`config.mk`:
```
export PLATFORM = sky130hd
export DESIGN_NAME = openram_scan_master
export DESIGN_NICKNAME = d
export VERILOG_FILES = /design/src/rtl/openram_scan_pkg.sv /design/src/rtl/scan_shift_reg.sv /design/src/rtl/openram_scan_master.sv
export SDC_FILE = /design/constraint.sdc
export NUM_CORES = 1
export LEC_CHECK = 0
export CELL_PAD_IN_SITES_DETAIL_PLACEMENT = 1
export CELL_PAD_IN_SITES_GLOBAL_PLACEMENT = 2
export CORE_MARGIN = 2
export CORE_UTILIZATION = 26
export DETAILED_ROUTE_END_ITERATION = 16
export MAX_ROUTING_LAYER = met4
export PLACE_DENSITY_LB_ADDON = 0.3
export REMOVE_ABC_BUFFERS = 1
export SLEW_MARGIN = 20
export SYNTH_ARGS = -nofsm -noshare
export SYNTH_HDL_FRONTEND = slang
export SYNTH_SLANG_ARGS = --single-unit
```
`constraint.sdc`:
```
create_clock -name clk -period 2.2 [get_ports clk]
set_input_delay 0.22 -clock clk [delete_from_list [all_inputs] [get_ports clk]]
set_output_delay 0.22 -clock clk [all_outputs]
set_load 0.02 [all_outputs]
```
`src/rtl/openram_scan_pkg.sv`:
```
// Shared definitions for the OpenRAM scan-chain host driver: default widths, chain
// field offsets, request packing and the controller state encoding.
package openram_scan_pkg;

  localparam int unsigned DEF_ADDR_SIZE      = 16;
  localparam int unsigned DEF_DATA_SIZE      = 32;
  localparam int unsigned DEF_WMASK_SIZE     = 4;
  localparam int unsigned DEF_SEL_SIZE       = 4;
  localparam int unsigned DEF_CAPTURE_CYCLES = 2;

  // One port's slice of the chain: {addr, din, csb, web, wmask}
  localparam int unsigned PORT_LEN = DEF_ADDR_SIZE + DEF_DATA_SIZE + 2 + DEF_WMASK_SIZE;
  localparam int unsigned SCAN_LEN = DEF_SEL_SIZE + 2 * PORT_LEN;

  localparam int unsigned WMASK1_LSB = 0;
  localparam int unsigned WEB1_BIT   = DEF_WMASK_SIZE;
  localparam int unsigned CSB1_BIT   = DEF_WMASK_SIZE + 1;
  localparam int unsigned DIN1_LSB   = DEF_WMASK_SIZE + 2;
  localparam int unsigned DIN1_MSB   = DIN1_LSB + DEF_DATA_SIZE - 1;
  localparam int unsigned ADDR1_LSB  = DIN1_MSB + 1;
  localparam int unsigned WMASK0_LSB = PORT_LEN;
  localparam int unsigned WEB0_BIT   = PORT_LEN + DEF_WMASK_SIZE;
  localparam int unsigned CSB0_BIT   = PORT_LEN + DEF_WMASK_SIZE + 1;
  localparam int unsigned DIN0_LSB   = PORT_LEN + DEF_WMASK_SIZE + 2;
  localparam int unsigned DIN0_MSB   = DIN0_LSB + DEF_DATA_SIZE - 1;
  localparam int unsigned ADDR0_LSB  = DIN0_MSB + 1;
  localparam int unsigned SEL_LSB    = 2 * PORT_LEN;

  typedef enum logic [2:0] {
    StIdle,
    StShiftIn,
    StLoad,
    StCapture,
    StShiftOut,
    StResp
  } scan_state_e;

  function automatic logic [SCAN_LEN-1:0] pack_req(
    input logic [DEF_SEL_SIZE-1:0]   sel,
    input logic [DEF_ADDR_SIZE-1:0]  addr0,
    input logic [DEF_DATA_SIZE-1:0]  din0,
    input logic                      csb0,
    input logic                      web0,
    input logic [DEF_WMASK_SIZE-1:0] wmask0,
    input logic [DEF_ADDR_SIZE-1:0]  addr1,
    input logic [DEF_DATA_SIZE-1:0]  din1,
    input logic                      csb1,
    input logic                      web1,
    input logic [DEF_WMASK_SIZE-1:0] wmask1
  );
    return {sel, addr0, din0, csb0, web0, wmask0, addr1, din1, csb1, web1, wmask1};
  endfunction

endpackage

```
`src/rtl/scan_shift_reg.sv`:
```
// Chain-length shift register: parallel load, left shift with serial-in at the LSB,
// serial-out at the MSB.
module scan_shift_reg #(
  parameter int unsigned Width = 112
) (
  input  logic             clk,
  input  logic             rstn,
  input  logic             load_i,
  input  logic [Width-1:0] load_data_i,
  input  logic             shift_i,
  input  logic             serial_i,
  output logic             serial_o,
  output logic [Width-1:0] q_o
);

  logic [Width-1:0] data_q;

  always_ff @(posedge clk) begin
    if (!rstn) begin
      data_q <= '0;
    end else if (load_i) begin
      data_q <= load_data_i;
    end else if (shift_i) begin
      data_q <= {data_q[Width-2:0], serial_i};
    end
  end

  assign serial_o = data_q[Width-1];
  assign q_o      = data_q;

endmodule

```
`src/rtl/openram_scan_master.sv`:
```
// Host-side OpenRAM scan master: serializes one dual-port SRAM request, strobes the
// load, waits for capture, shifts the chain back and returns both read words.
module openram_scan_master
  import openram_scan_pkg::*;
#(
  parameter int unsigned ADDR_SIZE      = DEF_ADDR_SIZE,
  parameter int unsigned DATA_SIZE      = DEF_DATA_SIZE,
  parameter int unsigned WMASK_SIZE     = DEF_WMASK_SIZE,
  parameter int unsigned SEL_SIZE       = DEF_SEL_SIZE,
  parameter int unsigned CAPTURE_CYCLES = DEF_CAPTURE_CYCLES
) (
  input  logic                  clk,
  input  logic                  rstn,
  input  logic                  req_valid,
  output logic                  req_ready,
  input  logic [SEL_SIZE-1:0]   req_sel,
  input  logic [ADDR_SIZE-1:0]  req_addr0,
  input  logic [DATA_SIZE-1:0]  req_din0,
  input  logic                  req_csb0,
  input  logic                  req_web0,
  input  logic [WMASK_SIZE-1:0] req_wmask0,
  input  logic [ADDR_SIZE-1:0]  req_addr1,
  input  logic [DATA_SIZE-1:0]  req_din1,
  input  logic                  req_csb1,
  input  logic                  req_web1,
  input  logic [WMASK_SIZE-1:0] req_wmask1,
  output logic                  rsp_valid,
  input  logic                  rsp_ready,
  output logic [DATA_SIZE-1:0]  rsp_dout0,
  output logic [DATA_SIZE-1:0]  rsp_dout1,
  output logic                  scan_en_o,
  output logic                  scan_data_o,
  input  logic                  scan_data_i,
  output logic                  sram_load_o,
  output logic                  global_csb_o,
  output logic                  busy_o
);

  localparam int unsigned PortLen = ADDR_SIZE + DATA_SIZE + 2 + WMASK_SIZE;
  localparam int unsigned ScanLen = SEL_SIZE + 2 * PortLen;
  localparam int unsigned CntW    = $clog2(ScanLen);
  localparam int unsigned Din1Lsb = WMASK_SIZE + 2;
  localparam int unsigned Din0Lsb = PortLen + WMASK_SIZE + 2;
  localparam logic [CntW-1:0] LastBit = CntW'(ScanLen - 1);
  localparam logic [CntW-1:0] CapLast = CntW'((CAPTURE_CYCLES == 0) ? 0 : CAPTURE_CYCLES - 1);

  scan_state_e     state_q, state_d;
  logic [CntW-1:0] cnt_q, cnt_d;
  logic            scan_en_q, scan_en_d;
  logic            scan_data_q, scan_data_d;
  logic            sram_load_q, sram_load_d;
  logic            global_csb_q, global_csb_d;

  logic               sreg_load, sreg_shift, sreg_serial_in, sreg_msb, next_msb, counting;
  logic [ScanLen-1:0] req_vec, sreg_q;
  logic               unused_sreg;

  assign req_vec = {req_sel, req_addr0, req_din0, req_csb0, req_web0, req_wmask0,
                    req_addr1, req_din1, req_csb1, req_web1, req_wmask1};

  scan_shift_reg #(
    .Width(ScanLen)
  ) u_sreg (
    .clk        (clk),
    .rstn       (rstn),
    .load_i     (sreg_load),
    .load_data_i(req_vec),
    .shift_i    (sreg_shift),
    .serial_i   (sreg_serial_in),
    .serial_o   (sreg_msb),
    .q_o        (sreg_q)
  );

  always_comb begin
    state_d        = state_q;
    sreg_load      = 1'b0;
    sreg_shift     = 1'b0;
    sreg_serial_in = 1'b0;
    counting       = 1'b0;
    unique case (state_q)
      StIdle: begin
        if (req_valid) begin
          sreg_load = 1'b1;
          state_d   = StShiftIn;
        end
      end
      StShiftIn: begin
        sreg_shift = 1'b1;
        counting   = 1'b1;
        if (cnt_q == LastBit) state_d = StLoad;
      end
      StLoad: begin
        state_d = (CAPTURE_CYCLES == 0) ? StShiftOut : StCapture;
      end
      StCapture: begin
        counting = 1'b1;
        if (cnt_q == CapLast) state_d = StShiftOut;
      end
      StShiftOut: begin
        sreg_shift     = 1'b1;
        sreg_serial_in = scan_data_i;
        counting       = 1'b1;
        if (cnt_q == LastBit) state_d = StResp;
      end
      StResp: begin
        if (rsp_ready) state_d = StIdle;
      end
      default: state_d = StIdle;
    endcase

    cnt_d = cnt_q;
    if (state_d != state_q) begin
      cnt_d = '0;
    end else if (counting) begin
      cnt_d = cnt_q + 1'b1;
    end

    // Pins are registered from the next state so they line up with the shift register.
    next_msb     = sreg_load ? req_vec[ScanLen-1] :
                   sreg_shift ? sreg_q[ScanLen-2] : sreg_msb;
    scan_en_d    = (state_d == StShiftIn) || (state_d == StShiftOut);
    scan_data_d  = (state_d == StShiftIn) && next_msb;
    sram_load_d  = (state_d == StLoad);
    global_csb_d = !((state_d == StLoad) || (state_d == StCapture));
  end

  always_ff @(posedge clk) begin
    if (!rstn) begin
      state_q      <= StIdle;
      cnt_q        <= '0;
      scan_en_q    <= 1'b0;
      scan_data_q  <= 1'b0;
      sram_load_q  <= 1'b0;
      global_csb_q <= 1'b1;
    end else begin
      state_q      <= state_d;
      cnt_q        <= cnt_d;
      scan_en_q    <= scan_en_d;
      scan_data_q  <= scan_data_d;
      sram_load_q  <= sram_load_d;
      global_csb_q <= global_csb_d;
    end
  end

  assign req_ready    = (state_q == StIdle);
  assign busy_o       = (state_q != StIdle);
  assign rsp_valid    = (state_q == StResp);
  assign rsp_dout0    = rsp_valid ? sreg_q[Din0Lsb +: DATA_SIZE] : '0;
  assign rsp_dout1    = rsp_valid ? sreg_q[Din1Lsb +: DATA_SIZE] : '0;
  assign scan_en_o    = scan_en_q;
  assign scan_data_o  = scan_data_q;
  assign sram_load_o  = sram_load_q;
  assign global_csb_o = global_csb_q;

  // Only the data fields are read back; the rest of the chain is don't-care here.
  assign unused_sreg = ^sreg_q;

endmodule
```
==> implementation parameters <==
Parameter                              Value

Clocking
  Level count of the clock H-tree    4
  Num Clock Sinks    126
  Clock root buffer master    sky130_fd_sc_hd__clkbuf_16
  Cts bufs inserted    17
  Buffers from clock root to sink, at most    2
  Clock insertion delay at the later pin of the skew report    0.41 ns
  CTS tree    yes
  Post-CTS Hold Fix Bufs    0
  Register clock-pin slew on the reported worst setup and hold paths    0.05 ns

Worst hold path
  Hold wc startpoint    req_addr0[7]
  Type of the tightest min-delay check    in2reg
  WHS Path Cells    3
  End point of the most critical hold path    u_sreg.q_o[99]

Yosys
  Part of the Yosys area used for sequential elements    0.4467
  Count of warnings emitted by yosys    0
  Flip-flop cell with the highest count after synthesis    sky130_fd_sc_hd__dfxtp_1
  Parity-gate share of the synthesized area counting xor and xnor cells    0.01219
  Synthesized instance count    671
  Fraction of the mapped netlist area in adder cells    0.004432
  Combinational family with the most area after synthesis    compound AO/OA/AOI/OAI gates
  Multiplexer fraction of the synthesized cell area    0.01064
  Area fraction in and, or, nand and nor cells after synthesis    0.1992
  Avg Inst Size Synth    8.415 um^2
  Synthesized area    5647 um^2
  Post-synth EDFFs    0
  Proportion of synthesized flip-flops having asynchronous set or reset    0
  Compound-cell area share of the yosys netlist    0.2739
  Number of register bits inferred by synthesis    126
  Count of distinct cell types in the synthesized netlist    52

Power and ir drop
  Power density over the cells    750.2 nW/um^2
  Worst IR drop on VDD    0.5144 mV
  Lkg Pwr    3.211 nW

Route
  Drt wl/cell    17.53 um
  Total vias in the final route    5556
  Final routed wirelength across all metal layers    19770 um
  Pre-Repair DR Iteration Count    4
  Vias per inst    4.926
  Antenna-violating nets left    0
  Iter 0 DRT Violations    199
  Remaining routing DRC violations    0

Worst setup path
  Cell-by-cell trace of the critical path    inv_2 > and3_2 > buf_12 > and2_1 > dlygate4sd2_1
  Largest incremental delay on the critical path    0.35 ns
  Max FO, Critical Path    33
  Worst setup path class    reg2out
  Critical Path End Type    output port
  R2R setup slack    0.27 ns
  WP data required    1.98 ns
  Cells on worst reg2reg path    6
  Crit start category    register
  Crit-path slowest cell    sky130_fd_sc_hd__dfxtp_2
  Crit Reg-Reg Startpoint    state_q[2]
  Crit path DAT    1.89 ns
  Endpoint of the lowest-slack register-to-register path    u_sreg.q_o[77]

Flow run
  Max Cap Violations    0

Floorplan
  Placeable Area    21150 um^2
  Floorplan die area    22910 um^2
  Starting density of the core    0.2669
  Height of the die    151.4 um
  Die Width    151.4 um
  Row count    53
  IO Count    188

Cells and area
  Number of nets at the end of the flow    958
  Area growth, synth to finish    46.31%
  Post-layout util    0.3905
  Share of cells above drive strength 1    0.1138
  Final Instance Area    8262 um^2

Place
  HPWL Detailed    13490 um
  Cell area reported after detailed placement    7835 um^2
  Buffers on Ports    187
  Pre-CTS setup slack    0.1285 ns
  Routability cong.    0.8448

Timing
  Post-route clock period utilization    0.9571
  Slack of the critical path    0.09432 ns
  Setup violation total in the final timing report    0
  Max transition margin    0.3866
  Transition time at the pin with the least slew margin    0.9179 ns
  Skew final    0.008386 ns
  Time the final worst path needs with I/O delays and setup    2.106 ns
  Maximum achievable frequency    0.4749 GHz
  Setup repair after global routing missed its margin    no
  Final count of pins violating max slew    0
  Number of hold-slack violations in the final timing report    0
  Minimum hold slack    0.4042 ns

Global route
  Number of antenna violations at the first check in global routing    1
  GR Overflow Total    0
  Number of global-route vias before repair    5874
  Largest net degree at the start of global routing    56
  Total routing resource utilization after global routing    0.1761
  First-pass GRT wire length    30610 um

Outcome
  Run status    completed
==> worst max-delay path: cells and delay by family (launching register included) <==
kind	cells	cell delay, ns
buffers and inverters	3	0.66
and+or+nand+nor	2	0.45
DFF	1	0.35
==> where the power goes <==
group          switching (W)  internal, W
clock                0.00103      0.00178
sequential          0.000105      0.00245
combinational       0.000418     0.000419
total                0.00156      0.00464
==> state kept, by name (all words and copies together) (netlist names) <==
name,flops
u_sreg.q_o,112
scan_en_o,1
cnt_q,7
scan_data_o,1
sram_load_o,1
global_csb_o,1
state_q,3
==> logic make-up after synthesis <==
family / Yosys count
AOI/OAI and AO/OA: 236
xor gates and xnor gates: 7
adders and majority gates: 2
buffers and inverters: 67
DFF: 126
muxes: 6
and+or+nand+nor: 227
==> cells in the final DEF (no fill, tap or decap), types with 3 or more instances in the layout <==
cell | netlist | final
sky130_fd_sc_hd__clkbuf_16 | 0 | 17
sky130_fd_sc_hd__a311oi_1 | 6 | 6
sky130_fd_sc_hd__buf_12 | 0 | 6
sky130_fd_sc_hd__bufinv_16 | 0 | 3
sky130_fd_sc_hd__clkdlybuf4s50_1 | 0 | 120
sky130_fd_sc_hd__dlygate4sd2_1 | 0 | 35
sky130_fd_sc_hd__a211oi_1 | 8 | 8
sky130_fd_sc_hd__clkbuf_1 | 42 | 4
sky130_fd_sc_hd__nor2_1 | 21 | 21
sky130_fd_sc_hd__buf_4 | 5 | 15
sky130_fd_sc_hd__mux2i_1 | 6 | 6
sky130_fd_sc_hd__a22oi_1 | 99 | 99
sky130_fd_sc_hd__o2111ai_1 | 4 | 4
sky130_fd_sc_hd__nand2_1 | 115 | 115
sky130_fd_sc_hd__inv_1 | 4 | 4
sky130_fd_sc_hd__a21oi_1 | 102 | 102
sky130_fd_sc_hd__clkinv_2 | 0 | 4
sky130_fd_sc_hd__nand3_1 | 3 | 3
sky130_fd_sc_hd__and3_1 | 4 | 3
sky130_fd_sc_hd__xor2_1 | 4 | 4
sky130_fd_sc_hd__and2_1 | 64 | 64
sky130_fd_sc_hd__o21ai_0 | 4 | 4
sky130_fd_sc_hd__dfxtp_1 | 126 | 125
sky130_fd_sc_hd__clkbuf_2 | 0 | 31
==> metrics by stage <==
step	power, W	cells	TNS [ns]
global placement	0.003414	1094	0
finish	0.006198	1128	0
CTS	0.006283	1127	0
global route	0.006493	1128	0
detailed placement	0.003447	1094	0
floorplan	0.002990	610	-266.69
==> synth_stat cells, types with 2 or more instances <==
cell / count / area [um^2]
sky130_fd_sc_hd__xnor2_1: 2 / 17.52
sky130_fd_sc_hd__and3_1: 4 / 25.02
sky130_fd_sc_hd__ha_1: 2 / 25.02
sky130_fd_sc_hd__a211oi_1: 8 / 60.06
sky130_fd_sc_hd__xor2_1: 4 / 35.03
sky130_fd_sc_hd__a21oi_1: 102 / 510.5
sky130_fd_sc_hd__clkbuf_1: 42 / 157.7
sky130_fd_sc_hd__a22oi_1: 99 / 743.2
sky130_fd_sc_hd__nor2_1: 21 / 78.83
sky130_fd_sc_hd__o2111ai_1: 4 / 35.03
sky130_fd_sc_hd__nand2_1: 115 / 431.7
sky130_fd_sc_hd__or3_1: 2 / 12.51
sky130_fd_sc_hd__nor2b_1: 2 / 12.51
sky130_fd_sc_hd__nor3_1: 2 / 10.01
sky130_fd_sc_hd__inv_1: 4 / 15.01
sky130_fd_sc_hd__o21a_1: 2 / 15.01
sky130_fd_sc_hd__buf_4: 5 / 37.54
sky130_fd_sc_hd__dfxtp_1: 126 / 2522
sky130_fd_sc_hd__o21ai_0: 4 / 20.02
sky130_fd_sc_hd__o311a_1: 2 / 20.02
sky130_fd_sc_hd__a311oi_1: 6 / 52.55
sky130_fd_sc_hd__and2_1: 64 / 400.4
sky130_fd_sc_hd__buf_6: 2 / 22.52
sky130_fd_sc_hd__nand3_1: 3 / 15.01
sky130_fd_sc_hd__mux2i_1: 6 / 60.06
sky130_fd_sc_hd__nor4_1: 2 / 12.51
sky130_fd_sc_hd__buf_2: 11 / 55.05
==> metal layers <==
metal  up-vias  wire (um)  GRT usage
li1       2723          -          -
met1      2662       9295     0.2205
met2       149       9168     0.2848
met3        22        973    0.03223
met4         0        333    0.06262
met5         -          0          -
==> how the worst max path moves through the flow <==
stage / startpoint / to / slack (ns)
final: state_q[1] / rsp_dout0[15] / 0.09
after global routing: state_q[1] / rsp_dout1[17] / 0.0002
after CTS: state_q[2] / busy_o / 0.003
after detailed placement: req_valid / u_sreg.q_o[77] / 0.13
after global placement: state_q[1] / rsp_dout0[5] / 0.23
after floorplan: state_q[2] / scan_data_o / -2.63
==> timing repair <==
item / CTS / global route
pin swaps: 0 / 0
gates resized for setup: 98 / 33
endpoints found under the setup margin: 66 / 38
gates cloned: 1 / 0
buffers inserted: 0 / 0
==> area by class of cell <==
| cell class | count | area [um^2] |
|---|---|---|
| tap | 275 | 344.1 |
| fill | 2490 | 12890 |
| timing repair buffer | 210 | 1952 |
| inverter | 6 | 25.02 |
| antenna | 1 | 2.502 |
| sequential | 126 | 2524 |
| clock buffer | 21 | 440.4 |
| clock inverter | 11 | 142.6 |
| multi-input combinational | 478 | 2831 |
Power figures use the tool's default switching activity.
